**src/rtl/ttt_pkg.sv**
```systemverilog
// ttt_pkg: shared encodings, FSM states and win-line masks for the tic-tac-toe controller
package ttt_pkg;
  localparam int CELLS = 9;
  typedef enum logic [2:0] {X_TURN, O_TURN, X_WIN, O_WIN, DRAW} status_t;
  typedef enum logic [2:0] {WAIT_HUMAN, EVAL, AI_WAIT, AI_COMMIT, DONE} state_t;
  localparam logic [7:0][CELLS-1:0] WIN_LINES = {
    9'h007, 9'h038, 9'h1c0,
    9'h049, 9'h092, 9'h124,
    9'h111, 9'h054
  };
endpackage

```
**src/rtl/ttt_turn_controller_if.sv**
```systemverilog
// ttt_turn_controller_if: move inputs, AI suggestion and board/status outputs of the controller
interface ttt_turn_controller_if;
  logic       tick;
  logic       move_req;
  logic [3:0] move_sel;
  logic       ai_enable;
  logic [8:0] ai_move;
  logic [8:0] x_state;
  logic [8:0] o_state;
  logic [2:0] game_status;
  logic       illegal;
  logic       ai_busy;
  modport master (output tick, move_req, move_sel, ai_enable, ai_move,
                  input x_state, o_state, game_status, illegal, ai_busy);
  modport slave (input tick, move_req, move_sel, ai_enable, ai_move,
                 output x_state, o_state, game_status, illegal, ai_busy);
endinterface

```
**src/rtl/ttt_line_check.sv**
```systemverilog
// ttt_line_check: flags a completed line and a fully occupied vector
module ttt_line_check
  import ttt_pkg::*;
(
  input  logic [CELLS-1:0] occ,
  output logic             win,
  output logic             full
);
  always_comb begin
    win = 1'b0;
    for (int i = 0; i < 8; i++) win = win | ((occ & WIN_LINES[i]) == WIN_LINES[i]);
  end
  assign full = &occ;
endmodule

```
**src/rtl/ttt_turn_controller.sv**
```systemverilog
// ttt_turn_controller: sequences one game, validates human moves, commits AI moves, detects win/draw
module ttt_turn_controller
  import ttt_pkg::*;
#(
  parameter int AI_DELAY = 4,
  parameter int CNT_W    = 4
) (
  input logic                  clk,
  input logic                  rst_n,
  ttt_turn_controller_if.slave bus
);
  state_t             state_q, state_d;
  status_t            status_q, status_d;
  logic [CELLS-1:0]   x_q, x_d, o_q, o_d;
  logic [CNT_W-1:0]   cnt_q, cnt_d;
  logic               illegal_q, illegal_d;
  logic [CELLS-1:0]   occ, free, low_free, sel_hot, ai_pick, mover;
  logic               legal, accept, win, unused_full;
  assign occ      = x_q | o_q;
  assign free     = ~occ;
  assign low_free = free & (~free + 9'd1);
  assign sel_hot  = 9'd1 << bus.move_sel;
  assign legal    = (bus.move_sel <= 4'd8) && ((occ & sel_hot) == '0);
  // an O_TURN with the AI switched on belongs to the AI, so the button is ignored
  assign accept   = bus.move_req && !(status_q == O_TURN && bus.ai_enable);
  assign ai_pick  = ($onehot(bus.ai_move) && ((bus.ai_move & occ) == '0)) ? bus.ai_move : low_free;
  assign mover    = (status_q == O_TURN) ? o_q : x_q;
  ttt_line_check u_line_check (.occ(mover), .win(win), .full(unused_full));
  always_comb begin
    state_d   = state_q;
    status_d  = status_q;
    x_d       = x_q;
    o_d       = o_q;
    cnt_d     = cnt_q;
    illegal_d = 1'b0;
    case (state_q)
      WAIT_HUMAN: if (accept) begin
        if (!legal) illegal_d = 1'b1;
        else begin
          x_d     = (status_q == X_TURN) ? (x_q | sel_hot) : x_q;
          o_d     = (status_q == O_TURN) ? (o_q | sel_hot) : o_q;
          state_d = EVAL;
        end
      end
      EVAL: begin
        if (win) begin
          status_d = (status_q == X_TURN) ? X_WIN : O_WIN;
          state_d  = DONE;
        end else if (&occ) begin
          status_d = DRAW;
          state_d  = DONE;
        end else begin
          status_d = (status_q == X_TURN) ? O_TURN : X_TURN;
          state_d  = (status_q == X_TURN && bus.ai_enable) ? AI_WAIT : WAIT_HUMAN;
          cnt_d    = '0;
        end
      end
      AI_WAIT: if (bus.tick) begin
        if (cnt_q == CNT_W'(AI_DELAY - 1)) state_d = AI_COMMIT;
        else cnt_d = cnt_q + 1'b1;
      end
      AI_COMMIT: begin
        o_d     = o_q | ai_pick;
        state_d = EVAL;
      end
      DONE: state_d = DONE;
      default: state_d = WAIT_HUMAN;
    endcase
  end
  always_ff @(posedge clk or negedge rst_n) begin
    if (!rst_n) begin
      state_q   <= WAIT_HUMAN;
      status_q  <= X_TURN;
      x_q       <= '0;
      o_q       <= '0;
      cnt_q     <= '0;
      illegal_q <= 1'b0;
    end else begin
      state_q   <= state_d;
      status_q  <= status_d;
      x_q       <= x_d;
      o_q       <= o_d;
      cnt_q     <= cnt_d;
      illegal_q <= illegal_d;
    end
  end
  assign bus.x_state     = x_q;
  assign bus.o_state     = o_q;
  assign bus.game_status = status_q;
  assign bus.illegal     = illegal_q;
  assign bus.ai_busy     = (state_q == AI_WAIT) || (state_q == AI_COMMIT);
endmodule

```
**src/flat_wrapper.sv**
```systemverilog
// flat-port wrapper written by rule: the top's interface ports become plain ports
module ttt_turn_controller_flat import ttt_pkg::*;
#(
  parameter int AI_DELAY = 4,
  parameter int CNT_W    = 4
)
  (clk, rst_n, bus_tick, bus_move_req, bus_move_sel, bus_ai_enable, bus_ai_move, bus_x_state, bus_o_state, bus_game_status, bus_illegal, bus_ai_busy);
  ttt_turn_controller_if bus_i ();
  input logic clk;
  input logic rst_n;
  input wire logic [$bits(bus_i.tick)-1:0] bus_tick;
  input wire logic [$bits(bus_i.move_req)-1:0] bus_move_req;
  input wire logic [$bits(bus_i.move_sel)-1:0] bus_move_sel;
  input wire logic [$bits(bus_i.ai_enable)-1:0] bus_ai_enable;
  input wire logic [$bits(bus_i.ai_move)-1:0] bus_ai_move;
  output wire logic [$bits(bus_i.x_state)-1:0] bus_x_state;
  output wire logic [$bits(bus_i.o_state)-1:0] bus_o_state;
  output wire logic [$bits(bus_i.game_status)-1:0] bus_game_status;
  output wire logic [$bits(bus_i.illegal)-1:0] bus_illegal;
  output wire logic [$bits(bus_i.ai_busy)-1:0] bus_ai_busy;
  assign bus_i.tick = bus_tick;
  assign bus_i.move_req = bus_move_req;
  assign bus_i.move_sel = bus_move_sel;
  assign bus_i.ai_enable = bus_ai_enable;
  assign bus_i.ai_move = bus_ai_move;
  assign bus_x_state = bus_i.x_state;
  assign bus_o_state = bus_i.o_state;
  assign bus_game_status = bus_i.game_status;
  assign bus_illegal = bus_i.illegal;
  assign bus_ai_busy = bus_i.ai_busy;
  ttt_turn_controller #(.AI_DELAY(AI_DELAY), .CNT_W(CNT_W)) u_core (.clk(clk), .rst_n(rst_n), .bus(bus_i));
endmodule
```
**config.mk**
```make
export PLATFORM = sky130hd
export DESIGN_NAME = ttt_turn_controller_flat
export DESIGN_NICKNAME = d
export VERILOG_FILES = /design/src/rtl/ttt_pkg.sv /design/src/rtl/ttt_turn_controller_if.sv /design/src/rtl/ttt_line_check.sv /design/src/rtl/ttt_turn_controller.sv /design/src/flat_wrapper.sv
export SDC_FILE = /design/constraint.sdc
export NUM_CORES = 1
export LEC_CHECK = 0
export BUFFER_PORTS_ARGS = -buffer_cell sky130_fd_sc_hd__buf_2
export CAP_MARGIN = 20
export CORE_AREA = 2 2 65 67
export DETAILED_ROUTE_END_ITERATION = 6
export DIE_AREA = 0 0 67 69
export GPL_TIMING_DRIVEN = 0
export HOLD_SLACK_MARGIN = 0.15
export PLACE_DENSITY = 0.78
export SYNTH_ARGS = -nofsm -noshare
export SYNTH_HDL_FRONTEND = slang
export SYNTH_SLANG_ARGS = --single-unit
```
**constraint.sdc**
```tcl
create_clock -name clk -period 2.2 [get_ports clk]
set_clock_uncertainty 0.1 [all_clocks]
set_input_delay 0.11 -clock clk [delete_from_list [all_inputs] [get_ports clk]]
set_output_delay 0.11 -clock clk [all_outputs]
set_load 0.01 [all_outputs]
```
==> results_dict.tcl, run 1 <==
set metrics [dict create \
    synth_nets 249 \
    drt_iter0_drc 193 \
    cp.arrival_ns 3.48 \
    cts_sinks 29 \
    firstDrtPassIters 5 \
    numPlacedInstances 310 \
    cp_max_fo 4 \
    switching_power_uw 1230 \
    nets 312 \
    setup_viol_count_final 9 \
    antennaDiodeCount 0 \
    p_int_uw 1710 \
    r2r_cells 6 \
    synth_warnings 0 \
    min-delay-start "bus_tick" \
    antenna_found_initial 0 \
    drc 0 \
    fin_crit_ns 3.41 \
    synth_top_area_cell "dfrtp_1" \
    layout_common_cells "36 x buf_2, 29 x dfrtp_1, 17 x nor2_1" \
    grt_max_degree 30 \
    cts.clk_slew.worst_paths_ns 0.06 \
    synth_flop_cell "dfrtp_1" \
    clk_latency_ns 0.28 \
    regToRegEndpoint "u_core.bus.o_state[3]$_DFFE_PN0P_" \
    grt_usage_pct 27.8 \
    io_buffers 40 \
    dieArea_um2 4620 \
    clkPwrFrac_pct 19.4 \
    cts-root-buf "clkbuf_8" \
    layoutNonFillerInstCount 334 \
    cap_viol_max_count 0 \
    cts_buffers 5 \
    syn_area_per_cell_um2 9.49 \
    path_class "input pin to register" \
    p_leak_uw 0.00123 \
    grt_pass1_vias 1996 \
    ys_seq_area_share_pct 34.8 \
    violations "negative setup slack" \
    rrSetupSlack_ns 0.07 \
    syn_to_final_growth_pct 31.3 \
    wl_per_cell_um 17.6 \
    n_fill_cell 309 \
    max_slew_margin_pct 31.6 \
    powerDensity_nw_per_um2 1070 \
    dieHeight_um 69 \
    synth.area.top_cells "dfrtp_1 35%, fa_1 4.8%, ha_1 3.6%" \
    place_congestion 0.955 \
    core-area_um2 3910 \
    routed_wl_um 5880 \
    synth_edf_count 0 \
    clockBufferDepth 2 \
    overflow 0 \
    tightest_slew_ns 1.01 \
    netlist_area_um2 2090 \
    htree_levels 2 \
    final_common_cell "buf_2" \
    async_flop_share_pct 100 \
    synth_cell_type_count 50 \
    cp.required_ns 2.27 \
    startpoint_type "input pin" \
    fin_crit_sh_pct 155 \
    power_frac_comb_pct 44.2 \
    irDropWorstVdd_mv 0.602 \
    max_freq_mhz 293 \
    slew_viol_final 0 \
    reg2reg_from "u_core.bus.x_state[4]$_DFFE_PN0P_" \
    netlist.area_leader.share_pct 34.8 \
    vias 2102 \
    drive_above_1_share_pct 28.2 \
    dp_hpwl_um 4210 \
    swShare_pct 41.9 \
    whs_endpoint "u_core.cnt_q[1]$_DFFE_PN0P_" \
    synth-seq-cells 29 \
    grt_pass1_wl_um 9830 \
    die_width_um 67 \
    row_count 23 \
    min_path_cells 4 \
    cts_tree "built" \
    start_util_pct 53.3 \
    endpoint_kind "register" \
    seqPwrFrac_pct 36.4 \
    fin_tns_setup_ns -10.32 \
    status "complete, but fails checks" \
    synth_cells 220 \
    regArea_um2 726 \
    ios 41 \
    rsz0062_at_grt "true" \
    multiInputGateArea_um2 1330 \
    finalHoldViolCount 0 \
    layout_setup_ws_ns -1.21 \
    ant_nets 0 \
    min_path_type "input pin to register" \
    place_ws_ns -1.76 \
    vias_per_cell 6.29 \
]
-- power by group through the flow --
stage | clock (uW) | combinational (uW) | sequential [uW]
global placement | 0 | 1200 | 1060
CTS | 576 | 1260 | 1060
floorplan | 0 | 786 | 1040
global route | 601 | 1450 | 1110
finish | 570 | 1300 | 1070
detailed placement | 0 | 1210 | 1060
-- metal layers --
metal,up-vias,GRT usage [%],routed length [um]
met5,-,0,0
met4,0,6.58,117
met3,13,6.20,531
met2,103,41.7,2630
met1,1009,40.7,2610
li1,977,-,-
-- how the worst max path moves through the flow --
stage                         startpoint                                end  slack, ns  cells past startpoint
after CTS                 bus_ai_move[1]  u_core.bus.o_state[3]$_DFFE_PN0P_      -1.19                     14
after global placement    bus_ai_move[3]  u_core.bus.o_state[1]$_DFFE_PN0P_      -1.74                     14
final                     bus_ai_move[1]  u_core.bus.o_state[3]$_DFFE_PN0P_      -1.21                     14
after global routing      bus_ai_move[1]  u_core.bus.o_state[3]$_DFFE_PN0P_      -1.39                     14
after floorplan           bus_ai_move[2]  u_core.bus.o_state[1]$_DFFE_PN0P_      -1.41                     13
after detailed placement  bus_ai_move[3]  u_core.bus.o_state[1]$_DFFE_PN0P_      -1.76                     14
-- state kept, by name (all words and copies together), names as in the netlist --
register and cells:
u_core.bus.game_status 3, u_core.bus.illegal 1, u_core.bus.o_state 9, u_core.bus.x_state 9, u_core.cnt_q 4, u_core.state_q 3
-- Yosys cell counts (3+ instances only) --
cell type / count
nor3_1: 6
nand4b_1: 3
o22ai_1: 5
nand4_1: 3
and3_1: 7
a221o_1: 4
o21ai_0: 12
a211o_1: 3
fa_1: 5
nor4_1: 5
buf_6: 4
o21bai_1: 7
mux2i_1: 4
nor4b_1: 5
dfrtp_1: 29
a31oi_1: 5
a21oi_1: 7
nor2_1: 17
ha_1: 6
or4bb_1: 3
a21o_1: 3
mux2_2: 5
a22o_1: 7
a311o_1: 3
inv_1: 15
nand2_1: 15
-- critical path: stages --
cell	delay (ns)
buf_8	0.10
ha_4	0.15
fa_1	0.56
inv_2	0.04
fa_1	0.51
inv_1	0.05
ha_2	0.16
fa_1	0.45
nor4_2	0.15
o2111ai_1	0.16
nor3_2	0.25
buf_4	0.18
mux2_4	0.29
a221o_1	0.31
-- area by class of cell --
type | instances | share of cell area, %
clock buffers | 7 | 3.15
multi-input cells | 168 | 48.5
flip-flops and latches | 29 | 26.5
well taps | 50 | 2.28
plain buffers | 8 | 2.51
inverters | 15 | 2.05
repair buffers | 56 | 13.9
clock inverters | 1 | 1.10
-- repair_timing --
action / CTS / global route
pin swaps: 11 / 3
endpoints found under the setup margin: 9 / 16
setup buffers: 4 / 0
gates resized for setup: 11 / 6
hold buffers: 12 / 0
hold endpoints to repair: 41 / 0
-- cell families after synthesis --
logic type / count (synthesis) / synth area share, %
AOI/OAI and AO/OA: 68 / 23.8
xor gates and xnor gates: 1 / 0.420
adders and majority gates: 11 / 8.39
buffers and inverters: 23 / 5.87
DFF: 29 / 34.8
muxes: 9 / 4.62
and+or+nand+nor: 79 / 22.1
-- stage by stage --
step | utilization [%] | power (uW) | area, um^2 | hold slack, ns
2_1_floorplan | - | 1820 | 2140 | -0.286
3_3_place_gp | 61.4 | 2260 | 2400 | 0.0783
3_5_place_dp | 61.4 | 2280 | 2400 | 0.0788
4_1_cts | 69.5 | 2890 | 2720 | 0.159
5_1_grt | 70.0 | 3160 | 2740 | 0.195
6_report | 70.0 | 2940 | 2740 | 0.174
Note: power is estimated with default switching activity, not from simulation.
==> run 2, diff against run 1 <==
--- a/config.mk
+++ b/config.mk
@@ -16,3 +16,4 @@
 export SYNTH_ARGS = -nofsm -noshare
 export SYNTH_HDL_FRONTEND = slang
 export SYNTH_SLANG_ARGS = --single-unit
+export TNS_END_PERCENT = 5
==> results_dict.tcl, run 2 (synthesis gave the netlist of run 1 again) <==
set metrics [dict create \
    cpPeakStageDelay_ns 0.55 \
    place_congestion 0.907 \
    crit_top_cell "fa_1" \
    path_class "input pin to register" \
    htree_levels 2 \
    critPathSlowestCell "fa_1" \
    min_path_type "input pin to register" \
    fin_crit_ns 3.36 \
    cts_buffers 5 \
    dieHeight_um 69 \
    startpoint_type "input pin" \
    worstPathCellList "buf_8, ha_4, fa_1, inv_2, fa_1, inv_1, ha_2, fa_2, nor4_4, o2111ai_2, nor3_2, buf_6, mux2_4, a221o_1" \
    max_slew_margin_pct 54.4 \
    startpoint "bus_ai_move[1]" \
    dp_hpwl_um 4390 \
    cp_max_fo 4 \
    core-area_um2 3910 \
    ant_nets 0 \
    row_count 23 \
    grt_pass1_vias 2049 \
    layout_common_cells "38 x buf_2, 29 x dfrtp_1, 17 x nor2_1" \
    cts-root-buf "clkbuf_8" \
    start_util_pct 53.3 \
    grt_max_degree 30 \
    antenna_found_initial 0 \
    antennaDiodeCount 0 \
    endpoint_kind "register" \
    vias 2119 \
    violations "negative setup slack" \
    clockBufferDepth 2 \
    routed_wl_um 6070 \
    layout_setup_ws_ns -1.16 \
    wl_per_cell_um 18.2 \
    die_width_um 67 \
    powerDensity_nw_per_um2 1050 \
    io_buffers 40 \
    final_common_cell "buf_2" \
    firstDrtPassIters 5 \
    syn_to_final_growth_pct 30.4 \
    ios 41 \
    cts.clk_slew.worst_paths_ns 0.06 \
    whs_ns 0.168 \
    reg2reg_from "u_core.bus.x_state[4]$_DFFE_PN0P_" \
    fin_crit_sh_pct 153 \
    utilization_pct 69.5 \
    irDropWorstVdd_mv 0.572 \
    cts_sinks 29 \
    drive_above_1_share_pct 29.7 \
    dieArea_um2 4620 \
    clk_latency_ns 0.28 \
    tightest_slew_ns 0.674 \
    overflow 0 \
    cp.arrival_ns 3.42 \
    p_leak_uw 0.00120 \
    status "complete, but fails checks" \
    setup_viol_count_final 9 \
    slew_viol_final 0 \
    cp.required_ns 2.26 \
    drt_iter0_drc 233 \
    finalHoldViolCount 0 \
    min-delay-start "bus_ai_move[0]" \
    max_freq_mhz 297 \
    nets 311 \
    drc 0 \
    grt_usage_pct 27.5 \
    vias_per_cell 6.36 \
    cts_tree "built" \
    cap_viol_max_count 0 \
    grt_pass1_wl_um 9820 \
    rsz0062_at_grt "true" \
]
==> run 2: layout make-up <==
type / count / area [um^2]
multi-input cells: 168 / 1350
fillers: 319 / 1190
flip-flops and latches: 29 / 726
repair buffers: 55 / 373
clock buffers: 6 / 72.6
plain buffers: 8 / 72.6
well taps: 50 / 62.6
inverters: 15 / 56.3
clock inverters: 2 / 10.0
==> run 2: repair_timing <==
item,4_1_cts,5_1_grt
buffers inserted,3,0
setup endpoints to repair,10,19
resized for setup,15,9
hold buffers,12,0
pin swaps,11,8
hold endpoints to repair,40,0
==> run 2: worst max-delay path: cells and delay by family <==
family / cells / cell delay (ns)
fa+ha+maj: 5 / 1.79
buf+inv: 4 / 0.35
mux: 1 / 0.29
simple gates: 2 / 0.43
compound gates: 2 / 0.46
==> run 2: metal layers <==
layer	track usage, %	wire length [um]	share of wire (%)
met1	37.0	2490	41
met2	43.1	2990	49
met3	5.38	472	7.8
met4	10.4	121	2.0
met5	0	0	0
==> run 2: path summary, 6_finish.rpt <==
kind                                                         end  slack (ns)  cells past startpoint
min                            u_core.bus.o_state[0]$_DFFE_PN0P_        0.17                      4
max                            u_core.bus.o_state[1]$_DFFE_PN0P_       -1.16                     14
min reg2reg                        u_core.state_q[0]$_DFFE_PN0P_        0.45                      1
max in group asynchronous      u_core.bus.x_state[6]$_DFFE_PN0P_        1.27                      2
max reg2reg                    u_core.bus.o_state[1]$_DFFE_PN0P_        0.02                      6
min in group asynchronous  u_core.bus.game_status[0]$_DFFE_PN0P_        0.30                      2
==> run 2: stage by stage <==
stage / TNS [ns] / instances / setup slack (ns) / power [uW] / cell area [um^2]
finish: -9.56 / 333 / -1.16 / 2870 / 2720
global route: -10.90 / 333 / -1.31 / 3050 / 2720
CTS: -9.72 / 333 / -1.14 / 2800 / 2680
detailed placement: -14.95 / 310 / -1.83 / 2310 / 2400
global placement: -14.31 / 310 / -1.77 / 2270 / 2400
floorplan: -11.03 / 220 / -1.41 / 1820 / 2140
==> run 2: where the power goes <==
group          internal [uW]  switching (uW)
Clock                    219             204
Combinational            633             708
Sequential               723             384
==> run 3, diff against run 2 <==
==> constraint.sdc (replaced) <==
create_clock -name clk -period 2.2 [get_ports clk]
set_clock_uncertainty 0.1 [all_clocks]
set_input_delay 0.44 -clock clk [delete_from_list [all_inputs] [get_ports clk]]
set_output_delay 0.44 -clock clk [all_outputs]
set_load 0.01 [all_outputs]
==> results_dict.tcl, run 3 (synthesis gave the netlist of run 1 again) <==
set metrics [dict create \
    layoutNonFillerInstCount 322 \
    cpPeakStageDelay_ns 0.55 \
    finalHoldViolCount 0 \
    cts_tree "built" \
    dieArea_um2 4620 \
    syn_to_final_growth_pct 25.4 \
    vias_per_cell 6.40 \
    critPathSlowestCell "fa_1" \
    drc 0 \
    layout_setup_ws_ns -1.48 \
    die_width_um 67 \
    nets 300 \
    antennaDiodeCount 0 \
    final_common_cell "buf_2" \
    start_util_pct 53.3 \
    violations "negative setup slack" \
    firstDrtPassIters 4 \
    worstPathCellList "buf_8, ha_4, fa_1, inv_2, fa_1, inv_1, ha_2, fa_2, nor4_4, o2111ai_2, nor3_2, buf_6, mux2_4, a221o_1" \
    cts_sinks 29 \
    grt_pass1_wl_um 9490 \
    routed_wl_um 5930 \
    cp.arrival_ns 3.74 \
    antenna_found_initial 0 \
    startpoint "bus_ai_move[1]" \
    io_buffers 40 \
    startpoint_type "input pin" \
    numPlacedInstances 310 \
    min-delay-start "bus_ai_move[7]" \
    grt_usage_pct 26.7 \
    n_fill_cell 332 \
    crit_top_cell "fa_1" \
    dp_hpwl_um 4390 \
    max_freq_mhz 272 \
    clockBufferDepth 2 \
    place_area_um2 2400 \
    place_congestion 0.907 \
    clk_latency_ns 0.28 \
    powerDensity_nw_per_um2 1090 \
    reg2reg_from "u_core.bus.x_state[4]$_DFFE_PN0P_" \
    htree_levels 2 \
    p_leak_uw 0.00117 \
    slew_viol_final 0 \
    setup_viol_count_final 9 \
    cts-root-buf "clkbuf_8" \
    path_class "input pin to register" \
    rsz0062_at_grt "true" \
    cp.required_ns 2.26 \
    dieHeight_um 69 \
    grt_max_degree 30 \
    min_path_type "input pin to register" \
    grt_pass1_vias 1940 \
    drt_iter0_drc 229 \
    core-area_um2 3910 \
    wl_per_cell_um 18.4 \
    final_cell_area_um2 2620 \
    status "complete, but fails checks" \
    fin_crit_ns 3.68 \
    cts.clk_slew.worst_paths_ns 0.06 \
    max_slew_margin_pct 56.0 \
    drive_above_1_share_pct 30.9 \
    ant_nets 0 \
    row_count 23 \
    cts_buffers 5 \
    vias 2061 \
    tightest_slew_ns 0.651 \
    irDropWorstVdd_mv 0.575 \
    fin_crit_sh_pct 167 \
    layout_common_cells "37 x buf_2, 29 x dfrtp_1, 17 x nor2_1" \
    cap_viol_max_count 0 \
    cp_max_fo 4 \
    endpoint_kind "register" \
    ios 41 \
    overflow 0 \
]
-- run 3: cell count changes in the layout (fill, tap and decap cells not counted), sizes merged --
cell and delta:
dlygate4sd3 -11
-- run 3: per-stage QoR --
step | setup slack [ns] | util (%) | power [uW] | TNS (ns) | hold slack [ns]
detailed placement | -2.16 | 61.4 | 2310 | -19.38 | 0.405
CTS | -1.47 | 65.6 | 2790 | -12.69 | 0.333
global placement | -2.10 | 61.4 | 2270 | -18.70 | 0.403
global route | -1.64 | 66.8 | 3030 | -13.84 | 0.337
floorplan | -1.74 | - | 1820 | -14.00 | 0.0444
finish | -1.48 | 66.8 | 2850 | -12.41 | 0.342
-- run 3: layer usage --
| layer | vias up | share of wire [%] | routed length (um) | GRT usage (%) |
|---|---|---|---|---|
| met1 | 1013 | 42 | 2510 | 37.7 |
| met4 | 0 | 1.5 | 87 | 9.98 |
| met5 | - | 0 | 0 | 0 |
| met3 | 12 | 7.3 | 433 | 4.89 |
| li1 | 948 | - | - | - |
| met2 | 88 | 49 | 2900 | 40.3 |
-- run 3: final timing paths --
| check | endpoint | cells past startpoint | slack (ns) |
|---|---|---|---|
| min in group asynchronous | u_core.bus.game_status[0]$_DFFE_PN0P_ | 2 | 0.63 |
| max reg2reg | u_core.bus.o_state[1]$_DFFE_PN0P_ | 6 | 0.03 |
| max | u_core.bus.o_state[1]$_DFFE_PN0P_ | 14 | -1.48 |
| min | u_core.bus.o_state[7]$_DFFE_PN0P_ | 2 | 0.34 |
| min reg2reg | u_core.state_q[0]$_DFFE_PN0P_ | 1 | 0.45 |
| max in group asynchronous | u_core.cnt_q[3]$_DFFE_PN0P_ | 2 | 0.95 |
-- run 3: area by class of cell --
| class | instances | area [um^2] | area share, % |
|---|---|---|---|
| Multi-Input combinational cell | 168 | 1350 | 51.7 |
| Clock inverter | 2 | 10.0 | 0.383 |
| Tap cell | 50 | 62.6 | 2.39 |
| Clock buffer | 6 | 72.6 | 2.77 |
| Sequential cell | 29 | 726 | 27.7 |
| Timing Repair Buffer | 44 | 265 | 10.1 |
| Buffer | 8 | 72.6 | 2.77 |
| Inverter | 15 | 56.3 | 2.15 |
-- run 3: worst max-delay path, delay by kind of cell --
family	cells	cell delay, ns
adder cells (fa/ha/maj)	5	1.79
multiplexers	1	0.29
AND/OR/NAND/NOR	2	0.42
AO/OA/AOI/OAI	2	0.45
buffers and inverters	4	0.35
-- run 3: report_power, final --
group	switching, uW	total, uW	internal (uW)
Combinational	701	1320	623
Clock	199	417	218
Sequential	385	1110	723
-- run 3: what timing repair did --
action / in CTS / in global routing
cloned: 0 / 0
endpoints found under the hold margin: 29 / 0
buffers inserted: 3 / 0
hold buffers: 1 / 0
setup endpoints to repair: 10 / 19
gates resized for setup: 15 / 10
pin swaps: 11 / 8
